==> src/rtl/spi_target_pkg.sv <==
// Shared constants and FSM state type for the SPI mode-0 memory target.
package spi_target_pkg;

    localparam logic [7:0] OP_READ  = 8'h03;
    localparam logic [7:0] OP_WRITE = 8'h02;
    localparam logic [7:0] OP_RDID  = 8'h9F;

    localparam int unsigned SYNC_DEPTH = 2;

    typedef enum logic [2:0] {
        ST_IDLE   = 3'd0,
        ST_CMD    = 3'd1,
        ST_ADDR   = 3'd2,
        ST_RDATA  = 3'd3,
        ST_WDATA  = 3'd4,
        ST_IGNORE = 3'd5
    } state_e;

endpackage

==> src/rtl/spi_target_sync.sv <==
// Oversampling front end: synchronises SCLK, CS and MOSI into the system clock
// domain and derives SCLK rise/fall and CS fall strobes.
module spi_target_sync
    import spi_target_pkg::*;
(
    input  logic clk,
    input  logic rst_n,
    input  logic spi_clk_i,
    input  logic spi_cs_i,
    input  logic spi_mosi_i,
    output logic sclk_rise,
    output logic sclk_fall,
    output logic cs_n,
    output logic cs_fall,
    output logic mosi
);

    logic [SYNC_DEPTH-1:0] sclk_sr;
    logic [SYNC_DEPTH-1:0] cs_sr;
    logic [SYNC_DEPTH-1:0] mosi_sr;
    logic                  sclk_d;
    logic                  cs_d;

    // CS stages reset to "asserted" so a CS held low through reset never
    // looks like a fresh falling edge; only a real high->low restarts a transfer.
    always_ff @(posedge clk or negedge rst_n) begin
        if (!rst_n) begin
            sclk_sr <= '0;
            cs_sr   <= '0;
            mosi_sr <= '0;
            sclk_d  <= 1'b0;
            cs_d    <= 1'b0;
        end else begin
            sclk_sr <= {sclk_sr[SYNC_DEPTH-2:0], spi_clk_i};
            cs_sr   <= {cs_sr[SYNC_DEPTH-2:0], spi_cs_i};
            mosi_sr <= {mosi_sr[SYNC_DEPTH-2:0], spi_mosi_i};
            sclk_d  <= sclk_sr[SYNC_DEPTH-1];
            cs_d    <= cs_sr[SYNC_DEPTH-1];
        end
    end

    assign sclk_rise = sclk_sr[SYNC_DEPTH-1] & ~sclk_d;
    assign sclk_fall = ~sclk_sr[SYNC_DEPTH-1] & sclk_d;
    assign cs_n      = cs_sr[SYNC_DEPTH-1];
    assign cs_fall   = cs_d & ~cs_sr[SYNC_DEPTH-1];
    assign mosi      = mosi_sr[SYNC_DEPTH-1];

endmodule

==> src/rtl/spi_target_mem.sv <==
// SPI mode-0 target emulating a 2^ADDR_W byte SRAM (READ/WRITE, optional RDID).
// Optional RDID command is enabled by defining SPI_TARGET_RDID_EN.
module spi_target_mem
    import spi_target_pkg::*;
#(
    parameter int unsigned ADDR_W    = 4,
    parameter logic [7:0]  DEVICE_ID = 8'hA5
) (
    input  logic              wb_clk_i,
    input  logic              wb_rst_n_i,
    input  logic              spi_clk_i,
    input  logic              spi_cs_i,
    input  logic              spi_mosi_i,
    output logic              spi_miso_o,
    output logic              spi_miso_oeb_o,
    output logic              wr_stb_o,
    output logic [ADDR_W-1:0] wr_addr_o,
    output logic [7:0]        wr_data_o,
    output logic              busy_o,
    output logic              err_o
);

    localparam int unsigned DEPTH = 2 ** ADDR_W;

    logic sclk_rise;
    logic sclk_fall;
    logic cs_n;
    logic cs_fall;
    logic mosi;

    spi_target_sync u_sync (
        .clk        (wb_clk_i),
        .rst_n      (wb_rst_n_i),
        .spi_clk_i  (spi_clk_i),
        .spi_cs_i   (spi_cs_i),
        .spi_mosi_i (spi_mosi_i),
        .sclk_rise  (sclk_rise),
        .sclk_fall  (sclk_fall),
        .cs_n       (cs_n),
        .cs_fall    (cs_fall),
        .mosi       (mosi)
    );

    state_e            state;
    state_e            state_nx;
    logic [2:0]        bit_cnt;
    logic [2:0]        out_cnt;
    logic [6:0]        shift_in;
    logic [7:0]        shift_out;
    logic [ADDR_W-1:0] ptr;
    logic              is_write;
    logic              is_rdid;
    logic [7:0]        mem [DEPTH];

    logic [7:0]        byte_in;
    logic              byte_done;
    logic              op_bad;

    assign byte_in   = {shift_in, mosi};
    assign byte_done = sclk_rise && (bit_cnt == 3'd7);

    always_ff @(posedge wb_clk_i or negedge wb_rst_n_i) begin
        if (!wb_rst_n_i) begin
            state <= ST_IDLE;
        end else begin
            state <= state_nx;
        end
    end

    always_comb begin
        state_nx = state;
        op_bad   = 1'b0;
        unique case (state)
            ST_IDLE: begin
                if (cs_fall) state_nx = ST_CMD;
            end
            ST_CMD: begin
                if (byte_done) begin
                    if (byte_in == OP_READ || byte_in == OP_WRITE) begin
                        state_nx = ST_ADDR;
                    end
`ifdef SPI_TARGET_RDID_EN
                    else if (byte_in == OP_RDID) begin
                        state_nx = ST_RDATA;
                    end
`endif
                    else begin
                        state_nx = ST_IGNORE;
                        op_bad   = 1'b1;
                    end
                end
            end
            ST_ADDR: begin
                if (byte_done) state_nx = is_write ? ST_WDATA : ST_RDATA;
            end
            ST_RDATA, ST_WDATA, ST_IGNORE: begin
                state_nx = state;
            end
            default: state_nx = ST_IDLE;
        endcase
        // CS release wins over everything, but the datapath still commits a
        // byte completing in this same cycle because it keys off current state.
        if (state != ST_IDLE && cs_n) state_nx = ST_IDLE;
    end

    always_ff @(posedge wb_clk_i or negedge wb_rst_n_i) begin
        if (!wb_rst_n_i) begin
            bit_cnt   <= '0;
            out_cnt   <= '0;
            shift_in  <= '0;
            shift_out <= '0;
            ptr       <= '0;
            is_write  <= 1'b0;
            is_rdid   <= 1'b0;
            wr_stb_o  <= 1'b0;
            wr_addr_o <= '0;
            wr_data_o <= '0;
            err_o     <= 1'b0;
            for (int unsigned i = 0; i < DEPTH; i++) begin
                mem[i] <= '0;
            end
        end else begin
            wr_stb_o <= 1'b0;
            err_o    <= op_bad;
            if (state == ST_IDLE) begin
                bit_cnt   <= '0;
                out_cnt   <= '0;
                shift_in  <= '0;
                shift_out <= '0;
            end else begin
                if (sclk_rise) begin
                    shift_in <= byte_in[6:0];
                    bit_cnt  <= bit_cnt + 3'd1;
                    if (bit_cnt == 3'd7) begin
                        unique case (state)
                            ST_CMD: begin
                                is_write <= (byte_in == OP_WRITE);
`ifdef SPI_TARGET_RDID_EN
                                is_rdid  <= (byte_in == OP_RDID);
`endif
                            end
                            ST_ADDR: begin
                                ptr <= byte_in[ADDR_W-1:0];
                            end
                            ST_WDATA: begin
                                mem[ptr]  <= byte_in;
                                wr_stb_o  <= 1'b1;
                                wr_addr_o <= ptr;
                                wr_data_o <= byte_in;
                                ptr       <= ptr + ADDR_W'(1);
                            end
                            default: ;
                        endcase
                    end
                end
                // First fall in RDATA loads a byte; every 8th fall after reloads.
                if (sclk_fall && state == ST_RDATA) begin
                    out_cnt <= out_cnt + 3'd1;
                    if (out_cnt == 3'd0) begin
                        shift_out <= is_rdid ? DEVICE_ID : mem[ptr];
                        if (!is_rdid) ptr <= ptr + ADDR_W'(1);
                    end else begin
                        shift_out <= {shift_out[6:0], 1'b0};
                    end
                end
            end
        end
    end

    assign spi_miso_oeb_o = (state == ST_IDLE) | cs_n;
    assign spi_miso_o     = (state == ST_RDATA) & ~cs_n & shift_out[7];
    assign busy_o         = (state != ST_IDLE);

endmodule

==> config.mk <==
export PLATFORM = sky130hd
export DESIGN_NAME = spi_target_mem
export DESIGN_NICKNAME = d
export VERILOG_FILES = /design/src/rtl/spi_target_pkg.sv /design/src/rtl/spi_target_sync.sv /design/src/rtl/spi_target_mem.sv
export SDC_FILE = /design/constraint.sdc
export NUM_CORES = 1
export LEC_CHECK = 0
export ABC_AREA = 1
export CAP_MARGIN = 20
export CORE_MARGIN = 4
export CORE_UTILIZATION = 40
export DETAILED_ROUTE_END_ITERATION = 7
export HOLD_SLACK_MARGIN = 0.08
export MAX_ROUTING_LAYER = met4
export PLACE_DENSITY_LB_ADDON = 0.15
export SLEW_MARGIN = 40
export SYNTH_ARGS = -nofsm -noshare
export SYNTH_HDL_FRONTEND = slang
export SYNTH_SLANG_ARGS = --single-unit
==> constraint.sdc <==
create_clock -name wb_clk_i -period 2.25 [get_ports wb_clk_i]
set_input_delay 0.225 -clock wb_clk_i [delete_from_list [all_inputs] [get_ports wb_clk_i]]
set_output_delay 0.225 -clock wb_clk_i [all_outputs]
set_load 0.02 [all_outputs]
==> results of run 1 <==
-- report_power, final --
group / switching (mW) / internal (mW)
Combinational: 0.765 / 0.321
Clock: 1.41 / 1.47
Sequential: 0.0498 / 3.26
-- cell families (layout without fill, tap and decap cells) --
family	Yosys count	in the layout	synth area share [%]
and+or+nand+nor	501	501	25.0
adders and majority gates	8	8	1.18
DFF	179	179	52.8
xor gates and xnor gates	2	2	0.206
AOI/OAI and AO/OA	203	203	13.1
buffers and inverters	144	176	7.71
-- per-stage QoR --
| stage | std cells | hold slack, ns | util (%) | cell area [um^2] | power, mW |
|---|---|---|---|---|---|
| 6_report | 1344 | 0.218 | 46.0 | 9630 | 7.27 |
| 5_1_grt | 1344 | 0.199 | 46.0 | 9630 | 7.62 |
| 4_1_cts | 1344 | 0.205 | 46.0 | 9630 | 7.36 |
| 3_5_place_dp | 1311 | 0.258 | 43.2 | 9050 | 4.46 |
| 3_3_place_gp | 1311 | 0.258 | 43.2 | 9050 | 4.46 |
| 2_1_floorplan | 1037 | -0.0706 | - | 8490 | 4.01 |
-- path summary, 6_finish.rpt --
check                      cells after the start         startpoint  slack (ns)                end
max reg2reg                                    9         bit_cnt[0]        0.38             ptr[1]
max in group asynchronous                      3         wb_rst_n_i        1.19            mem[32]
min in group asynchronous                      2         wb_rst_n_i        0.33           mem[103]
max                                            4           state[0]         0.1     spi_miso_oeb_o
min                                            1           spi_cs_i        0.22    u_sync.cs_sr[0]
min reg2reg                                    0  u_sync.sclk_sr[0]        0.35  u_sync.sclk_sr[1]
-- layout by cell type, fill, tap and decap left out, types with 5 or more instances in the layout --
| cell | Yosys | layout |
|---|---|---|
| nand2_1 | 363 | 362 |
| dfrtp_1 | 179 | 178 |
| inv_1 | 85 | 85 |
| o21ai_0 | 76 | 76 |
| o21ai_1 | 75 | 75 |
| nor2_1 | 60 | 60 |
| nand3_1 | 54 | 54 |
| buf_4 | 0 | 26 |
| o21ai_2 | 21 | 21 |
| clkdlybuf4s50_1 | 0 | 20 |
| a21oi_1 | 19 | 19 |
| clkbuf_16 | 0 | 17 |
| nand2_4 | 12 | 12 |
| o22ai_1 | 8 | 8 |
| ha_1 | 8 | 8 |
| buf_12 | 0 | 6 |
| inv_6 | 0 | 5 |
-- worst max-delay path, stage by stage (launching register included) --
cell	delay [ns]
dfrtp_1	0.43
nor2_2	0.19
nand2_2	0.18
nand2_1	0.10
clkdlybuf4s50_1	0.60
-- registers in the layout (all words and copies together) (netlist names) --
signal	cells
is_write	1
mem	128
u_sync.cs_sr	2
u_sync.mosi_sr	2
u_sync.sclk_d	1
state	3
shift_out	8
err_o	1
out_cnt	3
u_sync.cs_d	1
shift_in	7
wr_stb_o	1
wr_addr_o	4
bit_cnt	3
ptr	4
u_sync.sclk_sr	2
wr_data_o	8
-- cell type report --
type,instances,area (um^2),share of cell area [%]
Inverter,90,340,3.53
Clock inverter,15,141,1.47
Tap cell,275,344,3.57
Multi-Input combinational cell,714,3360,34.9
Clock buffer,17,425,4.42
Timing Repair Buffer,54,539,5.60
Sequential cell,179,4480,46.5
-- layer usage --
metal | GRT usage, % | part of all wire [%] | wire [um]
met4 | 4.88 | 1.7 | 368
met1 | 27.8 | 50 | 10600
met2 | 28.3 | 44 | 9260
met5 | - | 0 | 0
met3 | 4.53 | 4.3 | 899
-- what timing repair did --
item / in CTS / in global routing
endpoints found under the setup margin: 1 / 0
gates resized for setup: 1 / 0
endpoints found under the hold margin: 56 / 0
hold buffers: 1 / 0
==> flow_summary.toml, run 1 <==
[grt]
grt_pass1_vias = 6508
grt_max_degree = 61
overflow = 0
antenna_found_initial = 0
grt_pass1_wl_um = 35600
grt.total_usage_pct = 19.5

[synth]
synthArstFlopShare_pct = 100
yosysSeqAreaShare_pct = 52.8
avgSynthCellArea_um2 = 8.19
synth_area_um2 = 8490
syn_nets = 1050
yosysTopAreaCell = "dfrtp_1"
yosys_most_used_dff = "dfrtp_1"
ys_types = 29
synth_top_area_share_pct = 52.8
synth_area_leaders = "dfrtp_1 53%, nand2_1 16%, o21ai_0 4.5%"
ys_ff_latch = 179
synth_common_cells = "363 x nand2_1, 179 x dfrtp_1, 85 x inv_1"
yosys_warnings = 1
synth_enable_flop_cells = 0
synthCells = 1037
synth.most_common_cell = "nand2_1"

[clocking]
insertion_delay_ns = 0.44
cts.sinks = 179
cts.clk_slew.worst_paths_ns = 0.08
numCtsBuffers = 17
clock-root-buffer = "clkbuf_16"
cts_tree = "done"
post_cts_buffers = 0
cts.htree.levels = 4
clk_path_buf_depth = 2

[place]
pre_cts_ws_ns = 0.403
io_buffers = 21
hpwl_um = 13900
gp_congestion = 0.827

[layout]
nNetsFinal = 1069
drive_above_1_share_pct = 10.4
areaGrowthSynthToFinish_pct = 13.4
nFillCells = 2090
antenna_cells = 0

[critical_path]
critPathArrivalTime_ns = 1.93
crit_path_max_fanout = 10
crit_path_start_kind = "flip-flop"
crit_type = "reg -> out"
cp-end-kind = "output port"
cp_data_required_time_ns = 2.03

[pwr]
irDropWorstVdd_uv = 390
power_density_nw_per_um2 = 755
power.leakage_nw = 4.67

[floorplan]
die_height_um = 154
boundaryPins = 22
start_util_pct = 40.5
die_x_um = 154
die_area_um2 = 23600
core.rowCount = 53
core_um2 = 21000

[timing]
final.setup.worst_slack_ns = 0.0981
slew_headroom_pct = 63.5
worst_pin_slew_ns = 0.546
fin_crit_sh_pct = 95.6
tns_ns = 0
finalCriticalPeriod_ns = 2.15
slew_viol_final = 0
report.final.setup_viol = 0
max_freq_mhz = 465
fin_worst_skew_ns = 0.0103
grt_setup_unrepaired = "false"
hold_violations = 0

[route]
post_drt_via_cell_ratio = 4.85
drtAntennaViolNets = 0
drt_first_pass_iters = 4
dr_total_vias = 6519
wl_per_cell_um = 15.7
drt_iter0_drc = 423
post-route-drc-count = 0
finalWirelength_um = 21100

[min_path]
hold_class = "in -> reg"

[job]
max_cap_viol_count = 0

[outcome]
status = "complete, no violations"
Note: power is estimated with default switching activity, not from simulation.
==> run 2, diff against run 1 <==
==> constraint.sdc (replaced) <==
create_clock -name wb_clk_i -period 2.25 [get_ports wb_clk_i]
set_input_delay 0.45 -clock wb_clk_i [delete_from_list [all_inputs] [get_ports wb_clk_i]]
set_output_delay 0.45 -clock wb_clk_i [all_outputs]
set_load 0.02 [all_outputs]
==> flow_summary.toml, run 2 (synthesis gave the netlist of run 1 again) <==
[outcome]
status = "complete, no violations"

[critical_path]
slowest_delay_ns = 0.43
crit_path_max_fanout = 5
cp-end-kind = "output port"
crit_top_cell = "nand2_1"
reg2reg_setup_slack_ns = 0.35
critPathArrivalTime_ns = 1.55
crit_type = "reg -> out"
crit_buf_inv = 1
cp_data_required_time_ns = 1.80
cp_top_family = "flip-flops"
path_cells = "nor2_2 > nand2_1 > nand2_1 > dlygate4sd2_1"
slowest_stage = "dfrtp_1"
crit_path_start_kind = "flip-flop"

[floorplan]
die_area_um2 = 23600
core.rowCount = 53
die_x_um = 154
boundaryPins = 22
core_um2 = 21000
die_height_um = 154
start_util_pct = 40.5

[timing]
worst_pin_slew_ns = 0.762
grt_setup_unrepaired = "false"
report.final.setup_viol = 0
hold_violations = 0
fin_crit_sh_pct = 89.1
finalCriticalPeriod_ns = 2.00
tns_ns = 0
slew_headroom_pct = 49.2
max_freq_mhz = 499
fin_worst_skew_ns = 0.0144
slew_viol_final = 0

[pwr]
irDropWorstVdd_uv = 552
p_sw_share_pct = 29.1
p_seq_share_pct = 44.6
net-switching-power_mw = 2.15
power.internal_mw = 5.25
clockPowerShare_pct = 40.8
power_density_nw_per_um2 = 769
combPwrFrac_pct = 14.6
power.leakage_nw = 4.68

[layout]
final_cell_mix = "363 x nand2_1, 178 x dfrtp_1, 85 x inv_1"
postLayoutCellArea_um2 = 9630
layout_commonest_cell = "nand2_1"
largestRegisters = "mem: 128 flops, shift_out: 8 flops, wr_data_o: 8 flops"
largest_register = "mem"
largest_reg_flops = 128
antenna_cells = 0
drive_above_1_share_pct = 10.3
areaGrowthSynthToFinish_pct = 13.5
nNetsFinal = 1070
utilization_pct = 46.0

[place]
io_buffers = 21
hpwl_um = 13700
placed_area_um2 = 9030
gp_congestion = 0.853

[route]
drtAntennaViolNets = 0
wl_per_cell_um = 15.7
drt_first_pass_iters = 4
dr_total_vias = 6452
post_drt_via_cell_ratio = 4.80
post-route-drc-count = 0
finalWirelength_um = 21100
drt_iter0_drc = 417

[clocking]
clock-root-buffer = "clkbuf_16"
cts_tree = "done"
numCtsBuffers = 17
cts.sinks = 179
insertion_delay_ns = 0.44
cts.clk_slew.worst_paths_ns = 0.07
post_cts_buffers = 0
cts.htree.levels = 4
clk_path_buf_depth = 2

[grt]
grt_max_degree = 53
grt_pass1_vias = 6335
grt.total_usage_pct = 19.2
antenna_found_initial = 0
grt_pass1_wl_um = 35100
overflow = 0

[job]
max_cap_viol_count = 0

[min_path]
hold_class = "reg -> reg"
[run 2: worst paths after layout]
path	to	depth (start not counted)	startpoint
min reg2reg	u_sync.mosi_sr[1]	0	u_sync.mosi_sr[0]
max in group asynchronous	ptr[0]	3	wb_rst_n_i
max reg2reg	ptr[0]	9	bit_cnt[0]
min in group asynchronous	mem[123]	2	wb_rst_n_i
max	spi_miso_oeb_o	4	state[0]
min	u_sync.mosi_sr[1]	0	u_sync.mosi_sr[0]
[run 2: power groups by stage]
stage	Combinational (mW)	Sequential (mW)	Clock, mW
after CTS	1.10	3.31	3.09
after floorplan	0.655	3.36	0
after global placement	1.11	3.36	0
final	1.08	3.31	3.02
after global routing	1.22	3.31	3.25
after detailed placement	1.10	3.37	0
[run 2: cell type report]
type | instances | area, um^2
fill | 2094 | 11300
multi-input combinational | 714 | 3360
clock buffer | 19 | 443
clock inverter | 13 | 148
inverter | 90 | 340
sequential | 179 | 4480
timing repair buffer | 55 | 522
tap | 275 | 344
[run 2: metal layers]
| metal | vias to the layer above | share of wire (%) | global-route usage [%] | routed length [um] |
|---|---|---|---|---|
| li1 | 3325 | - | - | - |
| met1 | 3010 | 51 | 27.6 | 10800 |
| met2 | 98 | 44 | 28.6 | 9210 |
| met3 | 19 | 3.6 | 3.24 | 750 |
| met4 | 0 | 1.2 | 4.50 | 258 |
| met5 | - | 0 | - | 0 |
[run 2: stage by stage]
stage                     hold WS [ns]  total power [mW]  std cells  setup slack, ns
after floorplan                  0.154              4.01       1037            0.393
final                            0.352              7.41       1345            0.246
after global routing             0.368              7.78       1345            0.120
after global placement           0.333              4.47       1312            0.424
after CTS                        0.357              7.49       1345           0.0458
after detailed placement         0.340              4.47       1312            0.347
[run 2: repair_timing]
item,CTS,global route
setup endpoints to repair,2,1
hold buffers,1,0
gates resized for setup,2,1
pin swaps,0,0
endpoints found under the hold margin,43,0
[run 2: worst reg2reg max path, stage by stage (launching register included)]
cell and delay [ns]:
dfrtp_1 0.40, ha_1 0.20, ha_1 0.18, nand2_2 0.17, nor2_8 0.08, inv_4 0.30, nand2_1 0.16, inv_1 0.11
nand2_1 0.06, o21ai_0 0.15
